**config.mk**
```make
export PLATFORM = sky130hd
export DESIGN_NAME = disp_sched_flat
export DESIGN_NICKNAME = d
export VERILOG_FILES = /design/src/rtl/disp_sched_if.sv /design/src/rtl/disp_sched.sv /design/src/flat_wrapper.sv
export SDC_FILE = /design/constraint.sdc
export NUM_CORES = 1
export LEC_CHECK = 0
export ABC_CLOCK_PERIOD_IN_PS = 3900
export CAP_MARGIN = 20
export CORE_UTILIZATION = 48
export CTS_CLUSTER_DIAMETER = 30
export CTS_CLUSTER_SIZE = 25
export DETAILED_ROUTE_END_ITERATION = 12
export PLACE_DENSITY = 0.82
export REMOVE_ABC_BUFFERS = 1
export SETUP_SLACK_MARGIN = 0.02
export SLEW_MARGIN = 20
export SYNTH_ARGS = -nofsm -noshare
export SYNTH_HDL_FRONTEND = slang
export SYNTH_SLANG_ARGS = --single-unit
```
**constraint.sdc**
```tcl
create_clock -name clk -period 3.9 [get_ports clk]
set_input_delay 0.78 -clock clk [delete_from_list [all_inputs] [get_ports clk]]
set_output_delay 0.78 -clock clk [all_outputs]
set_load 0.02 [all_outputs]
```
**src/rtl/disp_sched_if.sv**
```systemverilog
// Bundle between the display-source requesters and the scheduler: requests,
// per-channel BCD words, blink mask, and the scheduled word/ownership back.
interface disp_sched_if;
  logic [3:0]  req;
  logic [31:0] ch0_data;
  logic [31:0] ch1_data;
  logic [31:0] ch2_data;
  logic [31:0] ch3_data;
  logic [7:0]  blink_mask;
  logic [31:0] disp_data;
  logic [1:0]  owner;
  logic        owner_act;
  logic        switch_pulse;

  modport master (
    output req, ch0_data, ch1_data, ch2_data, ch3_data, blink_mask,
    input  disp_data, owner, owner_act, switch_pulse
  );

  modport slave (
    input  req, ch0_data, ch1_data, ch2_data, ch3_data, blink_mask,
    output disp_data, owner, owner_act, switch_pulse
  );
endinterface

```
**src/rtl/disp_sched.sv**
```systemverilog
// Display-source scheduler: urgent ch0 preempts, ch1..ch3 rotate round-robin with dwell,
// edit-field blinking and urgent flashing. DISP_SCHED_LZB_EN enables leading-zero blanking.
module disp_sched #(
  parameter int unsigned DWELL_CYC  = 100_000_000,
  parameter int unsigned BLINK_CYC  = 25_000_000,
  parameter logic [3:0]  BLANK_CODE = 4'hA
) (
  input  logic         clk,
  input  logic         rst_n,
  disp_sched_if.slave  bus
);

  typedef enum logic [1:0] {
    IDLE   = 2'd0,
    SHOW   = 2'd1,
    URGENT = 2'd2
  } state_t;

  localparam int unsigned DW = (DWELL_CYC > 1) ? $clog2(DWELL_CYC) : 1;
  localparam int unsigned BW = (BLINK_CYC > 1) ? $clog2(BLINK_CYC) : 1;
  localparam logic [DW-1:0] DWELL_LAST = DW'(DWELL_CYC - 1);
  localparam logic [BW-1:0] BLINK_LAST = BW'(BLINK_CYC - 1);
  localparam logic [31:0]   BLANK_WORD = {8{BLANK_CODE}};

  // Next requester after cur in order 1->2->3->1 (cur itself last); bit 2 = found.
  function automatic logic [2:0] rr_pick(input logic [1:0] cur, input logic [3:0] rq);
    logic [1:0] cand;
    logic [2:0] res;
    res  = 3'b000;
    cand = cur;
    for (int i = 0; i < 3; i++) begin
      cand = (cand == 2'd3) ? 2'd1 : (cand + 2'd1);
      res  = (!res[2] && rq[cand]) ? {1'b1, cand} : res;
    end
    return res;
  endfunction

  function automatic logic [31:0] lzb(input logic [31:0] d);
`ifdef DISP_SCHED_LZB_EN
    logic [31:0] r;
    logic        lead;
    r    = d;
    lead = 1'b1;
    for (int k = 7; k >= 1; k--) begin
      lead         = lead & (d[4*k +: 4] == 4'h0);
      r[4*k +: 4]  = lead ? BLANK_CODE : d[4*k +: 4];
    end
    return r;
`else
    return d;
`endif
  endfunction

  function automatic logic [31:0] blink_apply(input logic [31:0] d, input logic [7:0] mask,
                                              input logic ph);
    logic [31:0] r;
    for (int k = 0; k < 8; k++) begin
      r[4*k +: 4] = (ph && mask[k]) ? BLANK_CODE : d[4*k +: 4];
    end
    return r;
  endfunction

  state_t        state_r, state_s;
  logic [1:0]    owner_r, owner_s;
  logic          act_r, act_s;
  logic [1:0]    resume_r, resume_s;
  logic [DW-1:0] dwell_r, dwell_s;
  logic [BW-1:0] blink_cnt_r;
  logic          blink_ph_r;
  logic          urg_entry_s;
  logic [2:0]    pick_s;
  logic [3:0]    rq_s;
  logic          sw_s, sw_r;
  logic [31:0]   owner_data_s;
  logic [31:0]   disp_s, disp_r;

  // Next-state, owner and dwell selection; urgent preemption checked first.
  always_comb begin
    state_s     = state_r;
    owner_s     = owner_r;
    act_s       = act_r;
    resume_s    = resume_r;
    dwell_s     = dwell_r;
    urg_entry_s = 1'b0;
    pick_s      = 3'b000;
    rq_s        = {bus.req[3:1], 1'b0};
    if (bus.req[0] && (state_r != URGENT)) begin
      state_s     = URGENT;
      owner_s     = 2'd0;
      act_s       = 1'b1;
      dwell_s     = {DW{1'b0}};
      urg_entry_s = 1'b1;
      resume_s    = (state_r == SHOW) ? owner_r : resume_r;
    end else begin
      case (state_r)
        URGENT: begin
          pick_s  = rr_pick(resume_r, rq_s);
          dwell_s = {DW{1'b0}};
          if (bus.req[0]) begin
            state_s = URGENT;
          end else if (rq_s[resume_r]) begin
            state_s = SHOW;
            owner_s = resume_r;
          end else if (pick_s[2]) begin
            state_s = SHOW;
            owner_s = pick_s[1:0];
          end else begin
            state_s = IDLE;
            act_s   = 1'b0;
          end
        end
        IDLE: begin
          pick_s  = rr_pick(2'd0, rq_s);
          dwell_s = {DW{1'b0}};
          if (pick_s[2]) begin
            state_s = SHOW;
            owner_s = pick_s[1:0];
            act_s   = 1'b1;
          end else begin
            state_s = IDLE;
          end
        end
        SHOW: begin
          pick_s = rr_pick(owner_r, rq_s);
          // Owner drop and dwell expiry collapse into one round-robin advance.
          if (!rq_s[owner_r] || (dwell_r == DWELL_LAST)) begin
            dwell_s = {DW{1'b0}};
            if (pick_s[2]) begin
              owner_s = pick_s[1:0];
            end else begin
              state_s = IDLE;
              act_s   = 1'b0;
            end
          end else begin
            dwell_s = dwell_r + DW'(1'b1);
          end
        end
        default: begin
          state_s = IDLE;
          act_s   = 1'b0;
          dwell_s = {DW{1'b0}};
        end
      endcase
    end
    sw_s = (owner_s != owner_r) || (act_s != act_r);
  end

  // Scheduler state, ownership and switch pulse registers.
  always_ff @(posedge clk or negedge rst_n) begin
    if (!rst_n) begin
      state_r  <= IDLE;
      owner_r  <= 2'd0;
      act_r    <= 1'b0;
      resume_r <= 2'd1;
      dwell_r  <= {DW{1'b0}};
      sw_r     <= 1'b0;
    end else begin
      state_r  <= state_s;
      owner_r  <= owner_s;
      act_r    <= act_s;
      resume_r <= resume_s;
      dwell_r  <= dwell_s;
      sw_r     <= sw_s;
    end
  end

  // Free-running blink phase, restarted on urgent entry so the flash begins visible.
  always_ff @(posedge clk or negedge rst_n) begin
    if (!rst_n) begin
      blink_cnt_r <= {BW{1'b0}};
      blink_ph_r  <= 1'b0;
    end else if (urg_entry_s) begin
      blink_cnt_r <= {BW{1'b0}};
      blink_ph_r  <= 1'b0;
    end else if (blink_cnt_r == BLINK_LAST) begin
      blink_cnt_r <= {BW{1'b0}};
      blink_ph_r  <= ~blink_ph_r;
    end else begin
      blink_cnt_r <= blink_cnt_r + BW'(1'b1);
    end
  end

  // Display word from the current state, live owner data, LZB and blink/flash.
  always_comb begin
    owner_data_s = 32'h0000_0000;
    disp_s       = BLANK_WORD;
    case (owner_r)
      2'd0:    owner_data_s = bus.ch0_data;
      2'd1:    owner_data_s = bus.ch1_data;
      2'd2:    owner_data_s = bus.ch2_data;
      2'd3:    owner_data_s = bus.ch3_data;
      default: owner_data_s = 32'h0000_0000;
    endcase
    case (state_r)
      IDLE:    disp_s = BLANK_WORD;
      SHOW:    disp_s = blink_apply(lzb(owner_data_s), bus.blink_mask, blink_ph_r);
      URGENT:  disp_s = blink_ph_r ? BLANK_WORD : lzb(bus.ch0_data);
      default: disp_s = BLANK_WORD;
    endcase
  end

  // Registered display word.
  always_ff @(posedge clk or negedge rst_n) begin
    if (!rst_n) begin
      disp_r <= BLANK_WORD;
    end else begin
      disp_r <= disp_s;
    end
  end

  assign bus.disp_data    = disp_r;
  assign bus.owner        = owner_r;
  assign bus.owner_act    = act_r;
  assign bus.switch_pulse = sw_r;

endmodule

```
**src/flat_wrapper.sv**
```systemverilog
// flat-port wrapper written by rule: the top's interface ports become plain ports
module disp_sched_flat 
#(
  parameter int unsigned DWELL_CYC  = 100_000_000,
  parameter int unsigned BLINK_CYC  = 25_000_000,
  parameter logic [3:0]  BLANK_CODE = 4'hA
)
  (clk, rst_n, bus_req, bus_ch0_data, bus_ch1_data, bus_ch2_data, bus_ch3_data, bus_blink_mask, bus_disp_data, bus_owner, bus_owner_act, bus_switch_pulse);
  disp_sched_if bus_i ();
  input  logic clk;
  input  logic rst_n;
  input wire logic [$bits(bus_i.req)-1:0] bus_req;
  input wire logic [$bits(bus_i.ch0_data)-1:0] bus_ch0_data;
  input wire logic [$bits(bus_i.ch1_data)-1:0] bus_ch1_data;
  input wire logic [$bits(bus_i.ch2_data)-1:0] bus_ch2_data;
  input wire logic [$bits(bus_i.ch3_data)-1:0] bus_ch3_data;
  input wire logic [$bits(bus_i.blink_mask)-1:0] bus_blink_mask;
  output wire logic [$bits(bus_i.disp_data)-1:0] bus_disp_data;
  output wire logic [$bits(bus_i.owner)-1:0] bus_owner;
  output wire logic [$bits(bus_i.owner_act)-1:0] bus_owner_act;
  output wire logic [$bits(bus_i.switch_pulse)-1:0] bus_switch_pulse;
  assign bus_i.req = bus_req;
  assign bus_i.ch0_data = bus_ch0_data;
  assign bus_i.ch1_data = bus_ch1_data;
  assign bus_i.ch2_data = bus_ch2_data;
  assign bus_i.ch3_data = bus_ch3_data;
  assign bus_i.blink_mask = bus_blink_mask;
  assign bus_disp_data = bus_i.disp_data;
  assign bus_owner = bus_i.owner;
  assign bus_owner_act = bus_i.owner_act;
  assign bus_switch_pulse = bus_i.switch_pulse;
  disp_sched #(.DWELL_CYC(DWELL_CYC), .BLINK_CYC(BLINK_CYC), .BLANK_CODE(BLANK_CODE)) u_core (.clk(clk), .rst_n(rst_n), .bus(bus_i));
endmodule
```
==> reports/metrics.cfg, run 1 <==
[status]
outcome=finished clean

[global_route]
first_global_vias=5649
gr-usage-all-layers=0.2859
antenna_found_initial=3
grt_start_max_net_pins=82
grt_pass1_wl_microns=27810
overflow=0

[setup_path]
cp_cell_sequence=inv_1 -> ha_1 -> or3_1 -> a21oi_1 -> a311oi_1 -> nand2b_1 -> a311oi_1 -> a211o_1 -> or4_1
arrival_ns=3.39
cpMostUsedCell=a311oi_1
startpoint_type=register
path_max_fanout=9
crit_required_ns=4.12
path_class=register to register
crit_path_end_kind=register
slowest_delay_ns=0.63
cpMaxStageDelayCell=dfstp_2

[timing]
finalHoldViolCount=0
min_period_ns=3.168
slew_headroom=0.2850
setup_viol=0
max_freq_mhz=315.6
setup_slack_ns=0.7315
slew_violations=0
period_share=0.8124
clock_skew_ns=0.01167
tns_ns=0
rsz0062_at_grt=false
tightest_slew_ns=1.072

[clock_network]
hold_buffers=0
cts_buffer_depth=2
cts_setup_buffers=0
numCtsBuffers=9
cts_root_buf=clkbuf_16
htree_levels=3
clock-sinks=93
cts_resized=0
path_clk_slew_ns=0.07
cts_tree=yes
clk_latency_ns=0.35

[routing]
first_pass_iters=8
wl_microns=17170
wl_per_cell_microns=17.88
drc_errors=0
final_antenna_net_count=0
vias_per_cell=5.752
drt_iter0_drc=490
vias=5522

[floorplan]
die_h_microns=111.3
coreArea_sq_um=11520
ios=178
initial_core_util=0.4976
die_w_microns=111.3
rows=39
die-area_sq_um=12380

[cells_and_area]
final_util=0.6880
fin_cells=960
drive_gt1_frac=0.07371
syn2layout_area_growth_pct=38.25
layout_commonest_cell=clkdlybuf4s50_1
layout_common_cells=clkdlybuf4s50_1, dfrtp_1, o21ai_0, nor2_1, nand2_1
nets=965

[power]
powerDensity_nw_per_um2=538.9
ir_worst_vdd_mv=0.3505
leakage_uw=0.003257

[job]
max-cap-violations=0

[logic_synthesis]
synth_edf_count=0
yosys_warnings=0
ys_types=66
synthCells=645
synthesis.area_sq_um=5730
ys_seq_area_frac=0.4098
synth_flop_cell=dfrtp_1
syn_avg_cell_area_sq_um=8.884
async_flop_share=1.000
synth-seq-cells=93

[place]
hpwl_microns=12870
dp_slack_ns=0.6353
placedCellCount=941
portBuffers=177
gp_congestion=0.9365

[hold_path]
hold_path.class=input port to async pin

==> critical path, delay by kind of cell (launching register included) <==
kind	cells	cell delay (ns)
buffers and inverters	1	0.06
AO/OA/AOI/OAI	4	0.98
adder cells (fa/ha/maj)	1	0.44
AND/OR/NAND/NOR	3	0.94
flip-flops	1	0.63
==> final cells by class <==
cell class / count / area [sq um]
Multi-Input combinational cell: 484 / 3100
Timing Repair Buffer: 187 / 1848
Antenna cell: 3 / 7.507
Inverter: 34 / 127.6
Fill cell: 904 / 3593
Tap cell: 143 / 178.9
Clock buffer: 12 / 256.5
Clock inverter: 4 / 55.05
Sequential cell: 93 / 2349
==> stage by stage <==
stage          total power (uW)  instance area [sq um]  hold WS (ns)
3_3_place_gp               3319                   7600        0.4654
6_report                   4270                   7923        0.4673
3_5_place_dp               3349                   7600        0.4835
2_1_floorplan              2517                   5577        0.4479
5_1_grt                    4492                   7923        0.5175
4_1_cts                    4274                   7911        0.4919
==> per-layer routing <==
layer  GRT usage  wire, microns
met1      0.3255           6605
met2      0.5038           8801
met3     0.06452           1190
met4      0.1405            568
met5           0              0
==> Yosys cell counts, types with 2 or more instances <==
| master | n | share of area |
|---|---|---|
| nand4_1 | 6 | 0.0066 |
| mux2i_1 | 16 | 0.028 |
| a311oi_1 | 3 | 0.0046 |
| buf_4 | 2 | 0.0026 |
| a21o_1 | 2 | 0.0026 |
| and4_1 | 2 | 0.0031 |
| and2_1 | 25 | 0.027 |
| dfstp_2 | 17 | 0.078 |
| o211ai_1 | 5 | 0.0066 |
| nand2b_1 | 13 | 0.014 |
| dfrtp_1 | 76 | 0.33 |
| o21a_2 | 2 | 0.0031 |
| o21ai_0 | 67 | 0.059 |
| buf_6 | 2 | 0.0039 |
| or3_1 | 7 | 0.0076 |
| nor3_1 | 6 | 0.0052 |
| nor4b_1 | 2 | 0.0031 |
| and3b_1 | 2 | 0.0031 |
| and3_1 | 12 | 0.013 |
| a21oi_1 | 25 | 0.022 |
| or2_2 | 2 | 0.0022 |
| nand3_1 | 41 | 0.036 |
| xnor2_1 | 19 | 0.029 |
| clkbuf_1 | 26 | 0.017 |
| nor2_1 | 63 | 0.041 |
| inv_1 | 33 | 0.022 |
| a222oi_1 | 32 | 0.056 |
| mux2_2 | 2 | 0.0039 |
| ha_1 | 14 | 0.031 |
| nor4_1 | 3 | 0.0033 |
| xor2_1 | 27 | 0.041 |
| nand2_1 | 51 | 0.033 |
| maj3_1 | 2 | 0.0035 |
| nor2b_1 | 3 | 0.0033 |
| a31oi_1 | 2 | 0.0022 |
| buf_2 | 3 | 0.0026 |
==> flip-flops by register name (all words and copies together) (netlist names) <==
signal,flops
u_core.bus.disp_data,32
u_core.dwell_r,27
u_core.blink_cnt_r,25
u_core.bus.owner,2
u_core.resume_r,2
u_core.state_r,2
u_core.blink_ph_r,1
u_core.bus.owner_act,1
u_core.bus.switch_pulse,1
==> power breakdown <==
group          internal [uW]  switching (uW)  total [uW]
clock network            536             381         917
logic                    900            1130        2030
registers               1200             114        1320
==> worst paths after layout <==
| path | slack [ns] | endpoint | cells after the start | startpoint |
|---|---|---|---|---|
| max in group asynchronous | 2.75 | u_core.dwell_r[21] | 2 | rst_n |
| min in group clk | 0.49 | u_core.dwell_r[0] | 1 | u_core.dwell_r[0] |
| setup / recovery | 0.73 | u_core.bus.switch_pulse | 9 | u_core.resume_r[0] |
| hold / removal | 0.47 | u_core.blink_cnt_r[10] | 1 | rst_n |
| hold reg to reg | 0.49 | u_core.dwell_r[0] | 1 | u_core.dwell_r[0] |
| setup reg to reg | 0.73 | u_core.bus.switch_pulse | 9 | u_core.resume_r[0] |
==> cell families (layout without fill, tap and decap cells) <==
logic type               count (synthesis)  count (layout)  share of synthesized area
adder cells (fa/ha/maj)                 17              17                    0.03603
other                                    0               3                          0
flip-flops                              93              93                     0.4098
buffers and inverters                   68             237                    0.04912
AND/OR/NAND/NOR                        246             246                     0.2166
XOR/XNOR                                46              46                    0.07031
multiplexers                            19              19                    0.03384
AO/OA/AOI/OAI                          156             156                     0.1843
No activity file was read; power rests on OpenSTA's default activity.
==> run 2, diff against run 1 <==
--- a/config.mk
+++ b/config.mk
@@ -5,13 +5,13 @@
 export SDC_FILE = /design/constraint.sdc
 export NUM_CORES = 1
 export LEC_CHECK = 0
-export ABC_CLOCK_PERIOD_IN_PS = 3900
+export ABC_CLOCK_PERIOD_IN_PS = 2800
 export CAP_MARGIN = 20
-export CORE_UTILIZATION = 48
+export CORE_UTILIZATION = 43
 export CTS_CLUSTER_DIAMETER = 30
 export CTS_CLUSTER_SIZE = 25
 export DETAILED_ROUTE_END_ITERATION = 12
-export PLACE_DENSITY = 0.82
+export PLACE_DENSITY = 0.78
 export REMOVE_ABC_BUFFERS = 1
 export SETUP_SLACK_MARGIN = 0.02
 export SLEW_MARGIN = 20
==> constraint.sdc (replaced) <==
create_clock -name clk -period 2.8 [get_ports clk]
set_input_delay 0.56 -clock clk [delete_from_list [all_inputs] [get_ports clk]]
set_output_delay 0.56 -clock clk [all_outputs]
set_load 0.02 [all_outputs]
==> run 2 against run 1 <==
  * Hold slack got worse by 0.27 ns
  * Count of clock-buffer cells in the layout shrank 2
  * Cell count increased by 5.7%
  * Setup slack worse by 0.61 ns
  * Non-clock buffer count up 29
  * Sequential power up 36%
  * Combinational power grew 53%
  * Core utilization down 5.2 points
  * Critical path type unchanged
  * Critical endpoint unchanged
==> reports/metrics.cfg, run 2 (synthesis gave the netlist of run 1 again) <==
[clock_network]
numCtsBuffers=9  ; unchanged
cts_setup_buffers=0  ; unchanged
cts_tree=yes
hold_buffers=0  ; unchanged
path_clk_slew_ns=0.06  ; about the same
cts_buffer_depth=2  ; unchanged
clock-sinks=93  ; unchanged
cts_resized=0  ; unchanged
cts_root_buf=clkbuf_16
clk_latency_ns=0.35  ; about the same
htree_levels=3  ; unchanged

[place]
hpwl_microns=13510  ; +5.0%
gp_congestion=0.9028  ; -3.6%
portBuffers=177  ; unchanged
placedCellCount=999  ; +6.2%
dp_slack_ns=-0.1010  ; -0.7363 ns

[cells_and_area]
insertedDiodeCount=0  ; -3
final_util=0.6357  ; -0.05225
nets=994  ; +3.0%
nFillCells=1080  ; +19%
fin_cells=1015  ; +5.7%
layout_commonest_cell=clkdlybuf4s50_1
drive_gt1_frac=0.1079  ; +0.03424
largest_reg_flops=32  ; unchanged
syn2layout_area_growth_pct=42.27
layout_common_cells=clkdlybuf4s50_1, dfrtp_1, o21ai_0, nor2_1, nand2_1

[timing]
slew_violations=0  ; unchanged
min_period_ns=2.676  ; -0.4922 ns
slew_headroom=0.5071  ; +0.2221
tightest_slew_ns=0.7393  ; -0.3332 ns
finalHoldViolCount=0  ; unchanged
max_freq_mhz=373.7  ; +18%
clock_skew_ns=0.006572  ; -0.005096 ns
rsz0062_at_grt=false
tns_ns=0  ; unchanged
period_share=0.9558  ; +0.1434
setup_slack_ns=0.1237  ; -0.6078 ns
setup_viol=0  ; unchanged

[global_route]
grt_pass1_wl_microns=28190  ; +1.4%
grt_start_max_net_pins=46  ; -44%
overflow=0  ; unchanged
antenna_found_initial=0  ; -3
gr-usage-all-layers=0.2565  ; -0.02940
first_global_vias=5826  ; +3.1%

[routing]
vias_per_cell=5.598  ; -2.7%
final_antenna_net_count=0  ; unchanged
vias=5682  ; +2.9%
first_pass_iters=8  ; unchanged
drc_errors=0  ; unchanged
wl_per_cell_microns=17.05  ; -4.6%
drt_iter0_drc=467  ; -4.7%
wl_microns=17310  ; +0.82%

[setup_path]
r2r_cells=9  ; unchanged
crit_required_ns=3.02  ; -1.10 ns
arrival_ns=2.90  ; -0.49 ns
r2r_start=u_core.resume_r[0]
r2r_setup_slack_ns=0.12  ; -0.61 ns
r2r_end=u_core.bus.switch_pulse
path_class=register to register
path_max_fanout=6  ; -3
startpoint_type=register
crit_path_end_kind=register

[floorplan]
coreArea_sq_um=12820  ; +11%
die_w_microns=117.4  ; +5.5%
rows=41  ; +5.1%
die-area_sq_um=13790  ; +11%
ios=178  ; unchanged
die_h_microns=117.4  ; +5.5%
initial_core_util=0.4468  ; -0.05078

[hold_path]
hold_path.class=input port to async pin

[power]
total_power_uw=6026  ; +41%
ir_worst_vdd_mv=0.3848  ; +9.8%
leakage_uw=0.003385  ; +3.9%
powerDensity_nw_per_um2=739.1  ; +37%

[job]
max-cap-violations=0  ; unchanged

[status]
outcome=finished clean

-- run 2: cell count changes in the layout (fill, tap and decap cells not counted), sizes merged --
cell | previous run | this run
buf | 11 | 40
bufinv | 1 | 0
clkbuf | 12 | 10
clkinv | 1 | 3
clkinvlp | 1 | 2
diode | 3 | 0
-- run 2: critical path, cell delays in order (launching register included) --
cell	delay [ns]
dfstp_2	0.53
inv_1	0.04
ha_1	0.34
o21ai_0	0.18
a21oi_1	0.09
a311oi_2	0.32
nand2b_1	0.19
a311oi_1	0.10
a211o_1	0.24
or4_1	0.52
-- run 2: layout make-up --
| type | count | area, sq um | area share |
|---|---|---|---|
| Timing Repair Buffer | 216 | 2074 | 0.2545 |
| Clock buffer | 10 | 229.0 | 0.02808 |
| Tap cell | 172 | 215.2 | 0.02640 |
| Inverter | 34 | 127.6 | 0.01565 |
| Sequential cell | 93 | 2349 | 0.2881 |
| Multi-Input combinational cell | 484 | 3119 | 0.3826 |
| Clock inverter | 6 | 38.79 | 0.004758 |
-- run 2: routing by layer --
metal	GRT usage	up-vias	routed length (microns)
met3	0.05788	30	922
met5	0	-	0
met1	0.2930	2768	6824
met2	0.4626	194	9107
met4	0.09740	0	452
li1	-	2690	-
-- run 2: how the worst max path moves through the flow --
stage	start	to	slack (ns)	cells after the start
2_1_floorplan	u_core.bus.owner[0]	u_core.bus.switch_pulse	-0.12	9
3_3_place_gp	bus_req[1]	u_core.bus.switch_pulse	-0.07	8
3_5_place_dp	bus_req[3]	u_core.bus.switch_pulse	-0.10	8
4_1_cts	u_core.resume_r[0]	u_core.bus.switch_pulse	0.05	9
5_1_grt	u_core.resume_r[0]	u_core.bus.switch_pulse	0.02	9
6_report	u_core.resume_r[0]	u_core.bus.switch_pulse	0.12	9
-- run 2: metrics by stage --
step	hold WS, ns	area, sq um
global placement	0.4619	7866
detailed placement	0.4727	7866
global route	0.2485	8153
CTS	0.2149	8134
finish	0.2010	8153
floorplan	0.2644	5577
-- run 2: power breakdown --
| part | internal, uW | switching [uW] |
|---|---|---|
| logic | 1430 | 1670 |
| registers | 1680 | 125 |
| clock network | 600 | 522 |
